File: src/rtl/dr32e_pkg.sv
// Shared dr32e types and helpers used by the branch predictor.
// Pure declarations; no logic and no latency.
// No flow control.
package dr32e_pkg;

    localparam logic [6:0] OPC_JAL    = 7'h6F;
    localparam logic [6:0] OPC_BRANCH = 7'h63;

    typedef enum logic [2:0] {
        BP_NONE,
        BP_J,
        BP_B,
        BP_CJ,
        BP_CB
    } bp_instr_type_e;

    // Weak counter value in the given direction: 10..0 for taken, 01..1 for not-taken.
    function automatic logic [3:0] bp_cnt_init(input int unsigned cnt_w, input logic taken);
        logic [3:0] half;
        half = 4'(1 << (cnt_w - 1));
        return taken ? half : half - 4'd1;
    endfunction

endpackage

File: src/rtl/dr32e_branch_predict_dyn_if.sv
// Fetch lookup, prediction result and execute-stage training bundle.
// Master drives fetch/execute inputs; slave is the predictor.
// No flow control: every field is sampled or produced each cycle.
interface dr32e_branch_predict_dyn_if #(
    parameter int unsigned IDX_W = 6
);
    logic [31:0]      fetch_rdata_i;
    logic [31:0]      fetch_pc_i;
    logic             fetch_valid_i;
    logic             predict_branch_taken_o;
    logic [31:0]      predict_branch_pc_o;
    logic [IDX_W-1:0] predict_idx_o;
    logic             ex_valid_i;
    logic [IDX_W-1:0] ex_idx_i;
    logic             ex_taken_i;
    logic             ex_mispredict_i;
    logic [31:0]      mispredict_cnt_o;

    modport master (
        output fetch_rdata_i, fetch_pc_i, fetch_valid_i,
        output ex_valid_i, ex_idx_i, ex_taken_i, ex_mispredict_i,
        input  predict_branch_taken_o, predict_branch_pc_o, predict_idx_o, mispredict_cnt_o
    );

    modport slave (
        input  fetch_rdata_i, fetch_pc_i, fetch_valid_i,
        input  ex_valid_i, ex_idx_i, ex_taken_i, ex_mispredict_i,
        output predict_branch_taken_o, predict_branch_pc_o, predict_idx_o, mispredict_cnt_o
    );
endinterface

File: src/rtl/dr32e_bp_decode.sv
// Classifies the fetch word as J/B/CJ/CB and forms the branch target.
// Purely combinational, zero latency.
// No flow control.
module dr32e_bp_decode
    import dr32e_pkg::*;
(
    input  logic [31:0]    instr_i,
    input  logic [31:0]    pc_i,
    output bp_instr_type_e type_o,
    output logic           imm_sign_o,
    output logic [31:0]    target_o
);
    logic [31:0] imm_j, imm_b, imm_cj, imm_cb, imm;

    always_comb begin
        imm_j  = {{12{instr_i[31]}}, instr_i[19:12], instr_i[20], instr_i[30:21], 1'b0};
        imm_b  = {{20{instr_i[31]}}, instr_i[7], instr_i[30:25], instr_i[11:8], 1'b0};
        imm_cj = {{20{instr_i[12]}}, instr_i[12], instr_i[8], instr_i[10:9], instr_i[6],
                  instr_i[7], instr_i[2], instr_i[11], instr_i[5:3], 1'b0};
        imm_cb = {{23{instr_i[12]}}, instr_i[12], instr_i[6:5], instr_i[2],
                  instr_i[11:10], instr_i[4:3], 1'b0};

        type_o = BP_NONE;
        imm    = imm_b;
        if (instr_i[6:0] == OPC_JAL) begin
            type_o = BP_J;
            imm    = imm_j;
        end else if (instr_i[6:0] == OPC_BRANCH) begin
            type_o = BP_B;
            imm    = imm_b;
        end else if (instr_i[1:0] == 2'b01 &&
                     (instr_i[15:13] == 3'b101 || instr_i[15:13] == 3'b001)) begin
            // C.J and the RV32-only C.JAL share the CJ immediate layout.
            type_o = BP_CJ;
            imm    = imm_cj;
        end else if (instr_i[1:0] == 2'b01 && instr_i[15:14] == 2'b11) begin
            type_o = BP_CB;
            imm    = imm_cb;
        end

        imm_sign_o = imm[31];
        target_o   = pc_i + imm;
    end
endmodule

File: src/rtl/dr32e_branch_predict_dyn.sv
// Dynamic branch predictor: saturating-counter BHT with static fallback; optional gshare (DR32E_BP_GSHARE_EN).
// Prediction is combinational (zero latency); training is registered and visible next cycle.
// No backpressure: one lookup and at most one update are accepted every cycle.
module dr32e_branch_predict_dyn
    import dr32e_pkg::*;
#(
    parameter int unsigned BHT_ENTRIES = 64,
    parameter int unsigned CNT_W       = 2,
    parameter int unsigned GHR_W       = 6
) (
    input logic clk_i,
    input logic rst_ni,
    dr32e_branch_predict_dyn_if.slave bp
);
    localparam int unsigned IDX_W = $clog2(BHT_ENTRIES);
    localparam logic [CNT_W-1:0] CNT_MAX = '1;
    localparam logic [CNT_W-1:0] CNT_WT  = CNT_W'(bp_cnt_init(CNT_W, 1'b1));
    localparam logic [CNT_W-1:0] CNT_WNT = CNT_W'(bp_cnt_init(CNT_W, 1'b0));

    if (GHR_W < 2 || GHR_W > IDX_W || CNT_W < 2 || CNT_W > 4) begin : g_param_check
        $error("dr32e_branch_predict_dyn: illegal CNT_W/GHR_W");
    end

    logic [CNT_W-1:0] cnt_q [BHT_ENTRIES];
    logic [CNT_W-1:0] cnt_d [BHT_ENTRIES];
    logic [BHT_ENTRIES-1:0] v_q, v_d;
    logic [31:0]      mis_cnt_q, mis_cnt_d;
    logic [IDX_W-1:0] idx;
    bp_instr_type_e   dec_type;
    logic             dec_sign;

    dr32e_bp_decode u_decode (
        .instr_i    (bp.fetch_rdata_i),
        .pc_i       (bp.fetch_pc_i),
        .type_o     (dec_type),
        .imm_sign_o (dec_sign),
        .target_o   (bp.predict_branch_pc_o)
    );

`ifdef DR32E_BP_GSHARE_EN
    logic [GHR_W-1:0] ghr_q, ghr_d;

    always_comb begin
        ghr_d = ghr_q;
        if (bp.ex_valid_i) ghr_d = {ghr_q[GHR_W-2:0], bp.ex_taken_i};
    end

    always_ff @(posedge clk_i or negedge rst_ni) begin
        if (!rst_ni) ghr_q <= '0;
        else         ghr_q <= ghr_d;
    end

    assign idx = bp.fetch_pc_i[IDX_W:1] ^ IDX_W'(ghr_q);
`else
    assign idx = bp.fetch_pc_i[IDX_W:1];
`endif

    // Lookup reads the registered table only, so a same-cycle update is not bypassed.
    always_comb begin
        bp.predict_branch_taken_o = 1'b0;
        case (dec_type)
            BP_J, BP_CJ: bp.predict_branch_taken_o = bp.fetch_valid_i;
            BP_B, BP_CB: bp.predict_branch_taken_o = bp.fetch_valid_i &
                                                     (v_q[idx] ? cnt_q[idx][CNT_W-1] : dec_sign);
            default:     bp.predict_branch_taken_o = 1'b0;
        endcase
    end

    assign bp.predict_idx_o    = idx;
    assign bp.mispredict_cnt_o = mis_cnt_q;

    always_comb begin
        cnt_d     = cnt_q;
        v_d       = v_q;
        mis_cnt_d = mis_cnt_q;
        if (bp.ex_valid_i) begin
            v_d[bp.ex_idx_i] = 1'b1;
            if (!v_q[bp.ex_idx_i]) begin
                cnt_d[bp.ex_idx_i] = bp.ex_taken_i ? CNT_WT : CNT_WNT;
            end else if (bp.ex_taken_i) begin
                if (cnt_q[bp.ex_idx_i] != CNT_MAX) cnt_d[bp.ex_idx_i] = cnt_q[bp.ex_idx_i] + 1'b1;
            end else begin
                if (cnt_q[bp.ex_idx_i] != '0) cnt_d[bp.ex_idx_i] = cnt_q[bp.ex_idx_i] - 1'b1;
            end
            if (bp.ex_mispredict_i && mis_cnt_q != 32'hFFFF_FFFF) mis_cnt_d = mis_cnt_q + 32'd1;
        end
    end

    always_ff @(posedge clk_i or negedge rst_ni) begin
        if (!rst_ni) begin
            for (int i = 0; i < int'(BHT_ENTRIES); i++) cnt_q[i] <= CNT_WNT;
            v_q       <= '0;
            mis_cnt_q <= '0;
        end else begin
            cnt_q     <= cnt_d;
            v_q       <= v_d;
            mis_cnt_q <= mis_cnt_d;
        end
    end
endmodule
File: src/flat_wrapper.sv
// flat-port wrapper written by rule: the top's interface ports become plain ports
module dr32e_branch_predict_dyn_flat import dr32e_pkg::*;
#(
    parameter int unsigned BHT_ENTRIES = 64,
    parameter int unsigned CNT_W       = 2,
    parameter int unsigned GHR_W       = 6
)
  (clk_i, rst_ni, bp_fetch_rdata_i, bp_fetch_pc_i, bp_fetch_valid_i, bp_ex_valid_i, bp_ex_idx_i, bp_ex_taken_i, bp_ex_mispredict_i, bp_predict_branch_taken_o, bp_predict_branch_pc_o, bp_predict_idx_o, bp_mispredict_cnt_o);
  dr32e_branch_predict_dyn_if bp_i ();
  input logic clk_i;
  input logic rst_ni;
  input wire logic [$bits(bp_i.fetch_rdata_i)-1:0] bp_fetch_rdata_i;
  input wire logic [$bits(bp_i.fetch_pc_i)-1:0] bp_fetch_pc_i;
  input wire logic [$bits(bp_i.fetch_valid_i)-1:0] bp_fetch_valid_i;
  input wire logic [$bits(bp_i.ex_valid_i)-1:0] bp_ex_valid_i;
  input wire logic [$bits(bp_i.ex_idx_i)-1:0] bp_ex_idx_i;
  input wire logic [$bits(bp_i.ex_taken_i)-1:0] bp_ex_taken_i;
  input wire logic [$bits(bp_i.ex_mispredict_i)-1:0] bp_ex_mispredict_i;
  output wire logic [$bits(bp_i.predict_branch_taken_o)-1:0] bp_predict_branch_taken_o;
  output wire logic [$bits(bp_i.predict_branch_pc_o)-1:0] bp_predict_branch_pc_o;
  output wire logic [$bits(bp_i.predict_idx_o)-1:0] bp_predict_idx_o;
  output wire logic [$bits(bp_i.mispredict_cnt_o)-1:0] bp_mispredict_cnt_o;
  assign bp_i.fetch_rdata_i = bp_fetch_rdata_i;
  assign bp_i.fetch_pc_i = bp_fetch_pc_i;
  assign bp_i.fetch_valid_i = bp_fetch_valid_i;
  assign bp_i.ex_valid_i = bp_ex_valid_i;
  assign bp_i.ex_idx_i = bp_ex_idx_i;
  assign bp_i.ex_taken_i = bp_ex_taken_i;
  assign bp_i.ex_mispredict_i = bp_ex_mispredict_i;
  assign bp_predict_branch_taken_o = bp_i.predict_branch_taken_o;
  assign bp_predict_branch_pc_o = bp_i.predict_branch_pc_o;
  assign bp_predict_idx_o = bp_i.predict_idx_o;
  assign bp_mispredict_cnt_o = bp_i.mispredict_cnt_o;
  dr32e_branch_predict_dyn #(.BHT_ENTRIES(BHT_ENTRIES), .CNT_W(CNT_W), .GHR_W(GHR_W)) u_core (.clk_i(clk_i), .rst_ni(rst_ni), .bp(bp_i));
endmodule
File: config.mk
export PLATFORM = sky130hd
export DESIGN_NAME = dr32e_branch_predict_dyn_flat
export DESIGN_NICKNAME = d
export VERILOG_FILES = /design/src/rtl/dr32e_pkg.sv /design/src/rtl/dr32e_branch_predict_dyn_if.sv /design/src/rtl/dr32e_bp_decode.sv /design/src/rtl/dr32e_branch_predict_dyn.sv /design/src/flat_wrapper.sv
export SDC_FILE = /design/constraint.sdc
export NUM_CORES = 1
export LEC_CHECK = 0
export CAP_MARGIN = 20
export CORE_UTILIZATION = 50
export DETAILED_ROUTE_END_ITERATION = 16
export PLACE_DENSITY_LB_ADDON = 0.3
export SLEW_MARGIN = 15
export SYNTH_ARGS = -nofsm -noshare
export SYNTH_HDL_FRONTEND = slang
export SYNTH_SLANG_ARGS = --single-unit
export TNS_END_PERCENT = 30
File: constraint.sdc
create_clock -name clk_i -period 7 [get_ports clk_i]
set_input_delay 1.4 -clock clk_i [delete_from_list [all_inputs] [get_ports clk_i]]
set_output_delay 1.4 -clock clk_i [all_outputs]
set_load 0.01 [all_outputs]
==> results.toml, run 1 <==
[synth]
synth_area_um2 = 13600
synth_ff_type = "dfrtp_1"
ys_async_sr_fraction_pct = 100
ys_warn_count = 0
synth_cells = 1298
avgSynthCellArea_um2 = 10.5
ys_seq_elements = 224
syn_nets = 1408
synth_cell_type_count = 74
ys_seq_area_share_pct = 41.9
synth_edf_count = 0

[global_routing]
antenna_found_initial = 0
grt_pass1_vias = 11298
grt_overflow = 0
grt_usage_pct = 28.7
grt_max_degree = 102
grt_pass1_wl_um = 62800

[die]
rows = 59
die_h_um = 167
core_area_um2 = 26400
num_io_pins = 147
die_width_um = 167
initial_core_util_pct = 51.5
die-area_um2 = 27800

[critical_path]
crit_start = "bp_fetch_rdata_i[0]"
crit_arrival_ns = 5.43
crit_path_start_kind = "input pin"
cp-end-kind = "output port"
critPathRequiredTime_ns = 5.60
r2r-start = "u_core.cnt_q[62]"
worstSetupPathType = "input pin to output port"
critical_path.max_fanout = 6

[timing]
whs_ns = 0.486
final_max_slew_viol_count = 0
setup_viol = 0
rsz0062_at_grt = "yes"
setup_slack_ns = 0.166
tightest_slew_ns = 1.11
finClkSkew_ns = 0.00922
relSlewSlack_pct = 25.3
fmax_ghz = 0.146
tns_ns = 0
finalHoldViolCount = 0
finalWorstPathRequiredPeriod_ns = 6.83
finalCritPeriodShare_pct = 97.6

[placed_design]
dp_hpwl_um = 28100
gp_congestion = 0.971
port_buffers = 144
placed_area_um2 = 15400
dpl_worst_slack_ns = -0.0364

[detailed_routing]
drcViolationCount = 0
avgRoutedWirePerCell_um = 22.3
dr.pass1.iters = 7
vias_per_cell = 6.37
drtAntennaViolNets = 0
vias = 11418
drt_wl_total_um = 40000
drt_iter0_drc = 1204

[final_layout]
fill_cells = 2106
final_common_cell = "dfrtp_1"
design_area_um2 = 16200
area_delta_synth_final_pct = 19.3
diodes = 0
multi_input_area_um2 = 7370
regArea_um2 = 5690
finalNetCount = 1551
most-common-layout-cells = "dfrtp_1 (160), clkdlybuf4s50_1 (139), a21oi_1 (137)"
layout-drive-gt1-share_pct = 21.1
utilization_pct = 61.5

[power_and_ir_drop]
peakVddDrop_mv = 0.204
leakage_nw = 6.85
cellPowerDensity_nw_per_um2 = 257

[clock_tree]
cts_setup_buffers = 0
htree_num_levels = 1
cts.sinks = 224
cts_max_path_buffers = 3
cts_buffers = 23
clkTransAtPathRegs_ns = 0.06
clkLatencyLatePin_ns = 0.51
ctsHoldBuffers = 0
cts_tree = "built"
root_buffer = "clkbuf_16"

[outcome]
status = "finished clean"

[flow_run]
max-cap-violations = 0

[worst_hold_path]
hold_class = "flip-flop to flip-flop"
min_from = "u_core.bp.mispredict_cnt_o[19]"
==> synthesized netlist by cell type (all sizes together), types with 18 or more instances <==
cell type / number / area share (%)
dfrtp: 160 / 29
nand4: 18 / 0.88
nand2: 102 / 2.8
nor3: 22 / 0.92
buf: 57 / 3.1
nor2: 106 / 2.9
and2: 23 / 1.1
mux2i: 26 / 2.0
ha: 33 / 3.0
inv: 22 / 0.61
nand3: 28 / 1.0
mux2: 76 / 6.4
o21ai: 23 / 0.85
a21oi: 137 / 5.0
xnor2: 37 / 2.4
or2: 65 / 3.0
mux4: 48 / 8.0
xor2: 18 / 1.2
a22oi: 25 / 1.4
dfstp: 64 / 12
==> through the flow <==
stage	power, mW	cells
after global routing	4.34	1792
after floorplan	2.39	1298
final	4.16	1792
after global placement	2.79	1751
after CTS	4.15	1792
after detailed placement	2.82	1751
==> state kept, by name (all words and copies together), names as in the netlist <==
| signal | count |
|---|---|
| u_core.bp.mispredict_cnt_o | 32 |
| u_core.cnt_q | 128 |
| u_core.v_q | 64 |
==> metal layers <==
| metal | share of wire [%] | global-route usage (%) | vias up | wire length, um |
|---|---|---|---|---|
| met4 | 4.5 | 12.5 | 0 | 1790 |
| met2 | 46 | 46.7 | 616 | 18400 |
| met3 | 9.1 | 5.58 | 135 | 3640 |
| met5 | 0 | 0 | - | 0 |
| met1 | 40 | 37.4 | 5593 | 16100 |
| li1 | - | - | 5074 | - |
==> logic make-up after synthesis <==
kind of cell | count (synthesis) | synth area share, %
buffers and inverters | 95 | 4.15
AO/OA/AOI/OAI | 315 | 15.1
adder cells (fa/ha/maj) | 34 | 3.19
AND/OR/NAND/NOR | 425 | 15.8
multiplexers | 150 | 16.3
XOR/XNOR | 55 | 3.55
flip-flops | 224 | 41.9
==> repair_timing <==
item / in CTS / in global routing
endpoints found under the setup margin: 1 / 12
endpoints found under the hold margin: 0 / 0
resized for setup: 1 / 10
==> where the power goes <==
part	leakage [nW]	switching, mW	internal [mW]	total, mW
combinational	3.77	0.518	0.565	1.08
clock	0.392	0.522	0.805	1.33
sequential	2.69	0.183	1.57	1.75
total	6.85	1.22	2.94	4.16
==> worst paths after layout <==
kind	cells past startpoint	slack (ns)	to
max	19	0.17	bp_predict_branch_pc_o[23]
min	1	0.49	u_core.bp.mispredict_cnt_o[19]
max reg2reg	12	3.31	u_core.cnt_q[14]
min reg2reg	1	0.49	u_core.bp.mispredict_cnt_o[19]
max in group asynchronous	2	4.74	u_core.bp.mispredict_cnt_o[20]
min in group asynchronous	1	0.94	u_core.cnt_q[9]
==> layout make-up <==
| cell class | count | area share [%] |
|---|---|---|
| inverters | 22 | 0.510 |
| repair buffers | 191 | 11.3 |
| flip-flops and latches | 224 | 35.1 |
| multi-input cells | 979 | 45.5 |
| clock inverters | 10 | 0.996 |
| clock buffers | 31 | 4.05 |
| well taps | 335 | 2.59 |
==> critical path, cell delays in order <==
cell             delay, ns
clkdlybuf4s50_1       0.49
nor2b_1               0.22
nand3_1               0.13
nand2_1               0.12
buf_4                 0.16
mux2i_1               0.18
a21oi_1               0.09
ha_1                  0.20
inv_1                 0.07
fa_1                  0.20
nor2b_1               0.06
o31a_1                0.29
o311ai_1              0.27
buf_4                 0.17
nand4_1               0.15
a31oi_1               0.37
o21ai_0               0.15
xor2_1                0.14
clkdlybuf4s50_1       0.56
Power figures use the tool's default switching activity.
==> inputs of run 2 (changes only) <==
Settings changed: CELL_PAD_IN_SITES_DETAIL_PLACEMENT set to 2, CELL_PAD_IN_SITES_GLOBAL_PLACEMENT set to 2, CORE_UTILIZATION 50 to 37, SETUP_SLACK_MARGIN set to 0.05.
==> run 2 against run 1 <==
Flip-flop and latch count is the same. Clock power up 8%. Die area up 35%. Setup slack better by 0.079 ns.
==> results.toml, run 2 (synthesized netlist as in run 1, its figures left out) <==
[detailed_routing]
drt_iter0_drc = 707
drtAntennaViolNets = 0
drt_wl_total_um = 51000
avgRoutedWirePerCell_um = 26.1
vias_per_cell = 5.98
drcViolationCount = 0
dr.pass1.iters = 4
vias = 11669

[final_layout]
most-common-layout-cells = "dfrtp_1 (160), a21oi_1 (134), clkdlybuf4s50_1 (127)"
top_register = "u_core.cnt_q"
finalNetCount = 1578
largest_register_ffs = 128
area_delta_synth_final_pct = 23.0
final_common_cell = "dfrtp_1"
final_cells = 1950
layout-drive-gt1-share_pct = 23.6
diodes = 0

[placed_design]
dp_hpwl_um = 36100
dpl_worst_slack_ns = -0.135
gp_congestion = 0.844
place_inst = 1898
port_buffers = 144

[die]
core_area_um2 = 35800
die-area_um2 = 37500
num_io_pins = 147
rows = 69
die_width_um = 194
initial_core_util_pct = 37.9
die_h_um = 194

[timing]
relSlewSlack_pct = 22.4
finalHoldViolCount = 0
whs_ns = 0.490
tns_ns = 0
final_max_slew_viol_count = 0
tightest_slew_ns = 1.16
setup_viol = 0
finalCritPeriodShare_pct = 96.5
fmax_ghz = 0.148
rsz0062_at_grt = "yes"
finalWorstPathRequiredPeriod_ns = 6.75
finClkSkew_ns = 0.0123
setup_slack_ns = 0.245

[power_and_ir_drop]
power_mw = 4.37
leakage_nw = 7.13
cellPowerDensity_nw_per_um2 = 261
peakVddDrop_mv = 0.159

[clock_tree]
htree_num_levels = 1
root_buffer = "clkbuf_16"
clkTransAtPathRegs_ns = 0.06
cts_buffers = 27
ctsHoldBuffers = 0
cts.sinks = 224
cts_max_path_buffers = 3
cts_tree = "built"
clkLatencyLatePin_ns = 0.55

[critical_path]
slowest_stage = "clkdlybuf4s50_1"
worstSetupPathType = "input pin to output port"
path_cells = "clkdlybuf4s50_1, nor2b_2, nand3b_1, nand2_1, buf_4, mux2_2, ha_1, a21o_1, a221oi_2, nor2b_2, nand2_2, a21o_1, a41oi_2, and2_1, xnor2_1, clkdlybuf4s50_1"
cp-end-kind = "output port"
crit_buf_inv = 3
critical_path.max_fanout = 8
critPathRequiredTime_ns = 5.60
crit_path_start_kind = "input pin"
crit_arrival_ns = 5.35
max_stage_delay_ns = 0.56
cp_top_family = "buffers and inverters"

[worst_hold_path]
hold_class = "flip-flop to flip-flop"

[global_routing]
antenna_found_initial = 1
grt_max_degree = 105
grt_usage_pct = 27.4
grt_pass1_vias = 13112
grt_overflow = 0
grt_pass1_wl_um = 80200

[flow_run]
max-cap-violations = 0

[outcome]
status = "finished clean"
==> run 2: final cells by class <==
| class | count | area, um2 |
|---|---|---|
| inverter | 22 | 82.6 |
| timing repair buffer | 214 | 2020 |
| sequential | 224 | 5690 |
| multi-input combinational | 979 | 7440 |
| fill | 3642 | 19100 |
| clock inverter | 13 | 146 |
| tap | 461 | 577 |
| clock buffer | 37 | 753 |
==> run 2: metal layers <==
layer / share of wire, % / vias to the layer above / global-route usage (%)
met5: 0 / - / 0
met4: 3.0 / 0 / 8.65
met3: 4.4 / 96 / 3.57
met2: 50 / 329 / 48.5
met1: 43 / 6138 / 34.5
li1: - / 5106 / -
==> run 2: worst paths after layout <==
kind / startpoint / endpoint / slack [ns] / cells after the start
setup / recovery: bp_fetch_rdata_i[0] / bp_predict_branch_pc_o[26] / 0.25 / 16
min in group asynchronous: rst_ni / u_core.cnt_q[109] / 0.91 / 1
hold / removal: u_core.bp.mispredict_cnt_o[27] / u_core.bp.mispredict_cnt_o[27] / 0.49 / 1
max in group asynchronous: rst_ni / u_core.v_q[51] / 4.61 / 2
setup reg to reg: u_core.cnt_q[62] / u_core.cnt_q[23] / 3.21 / 12
hold reg to reg: u_core.bp.mispredict_cnt_o[27] / u_core.bp.mispredict_cnt_o[27] / 0.49 / 1
==> run 2: worst reg2reg max path, stage by stage, from the launching register on <==
cell and delay [ns]:
dfstp_2 0.37, nor2b_1 0.12, a2111oi_0 0.48, a221o_1 0.22, nand3_1 0.08, o211a_1 0.21, or4_4 0.56, inv_1 0.09
ha_1 0.24, o31ai_1 0.24, o31a_2 0.63, buf_12 0.30, a21oi_1 0.13
==> run 2: through the flow <==
| stage | instance area (um2) | util, % |
|---|---|---|
| final | 16700 | 46.6 |
| after detailed placement | 15700 | 43.7 |
| after CTS | 16600 | 46.3 |
| after global routing | 16700 | 46.6 |
| after global placement | 15700 | 43.7 |
| after floorplan | 13600 | - |
==> run 2: repair_timing <==
| item | CTS | global route |
|---|---|---|
| endpoints found under the setup margin | 12 | 16 |
| gates resized for setup | 10 | 32 |
| buffers inserted | 0 | 2 |
| pin swaps | 1 | 5 |
==> run 2: power breakdown <==
part | switching [mW] | total [mW] | internal (mW)
registers | 0.202 | 1.77 | 1.57
logic | 0.573 | 1.16 | 0.582
clock network | 0.579 | 1.44 | 0.862
total | 1.35 | 4.37 | 3.01
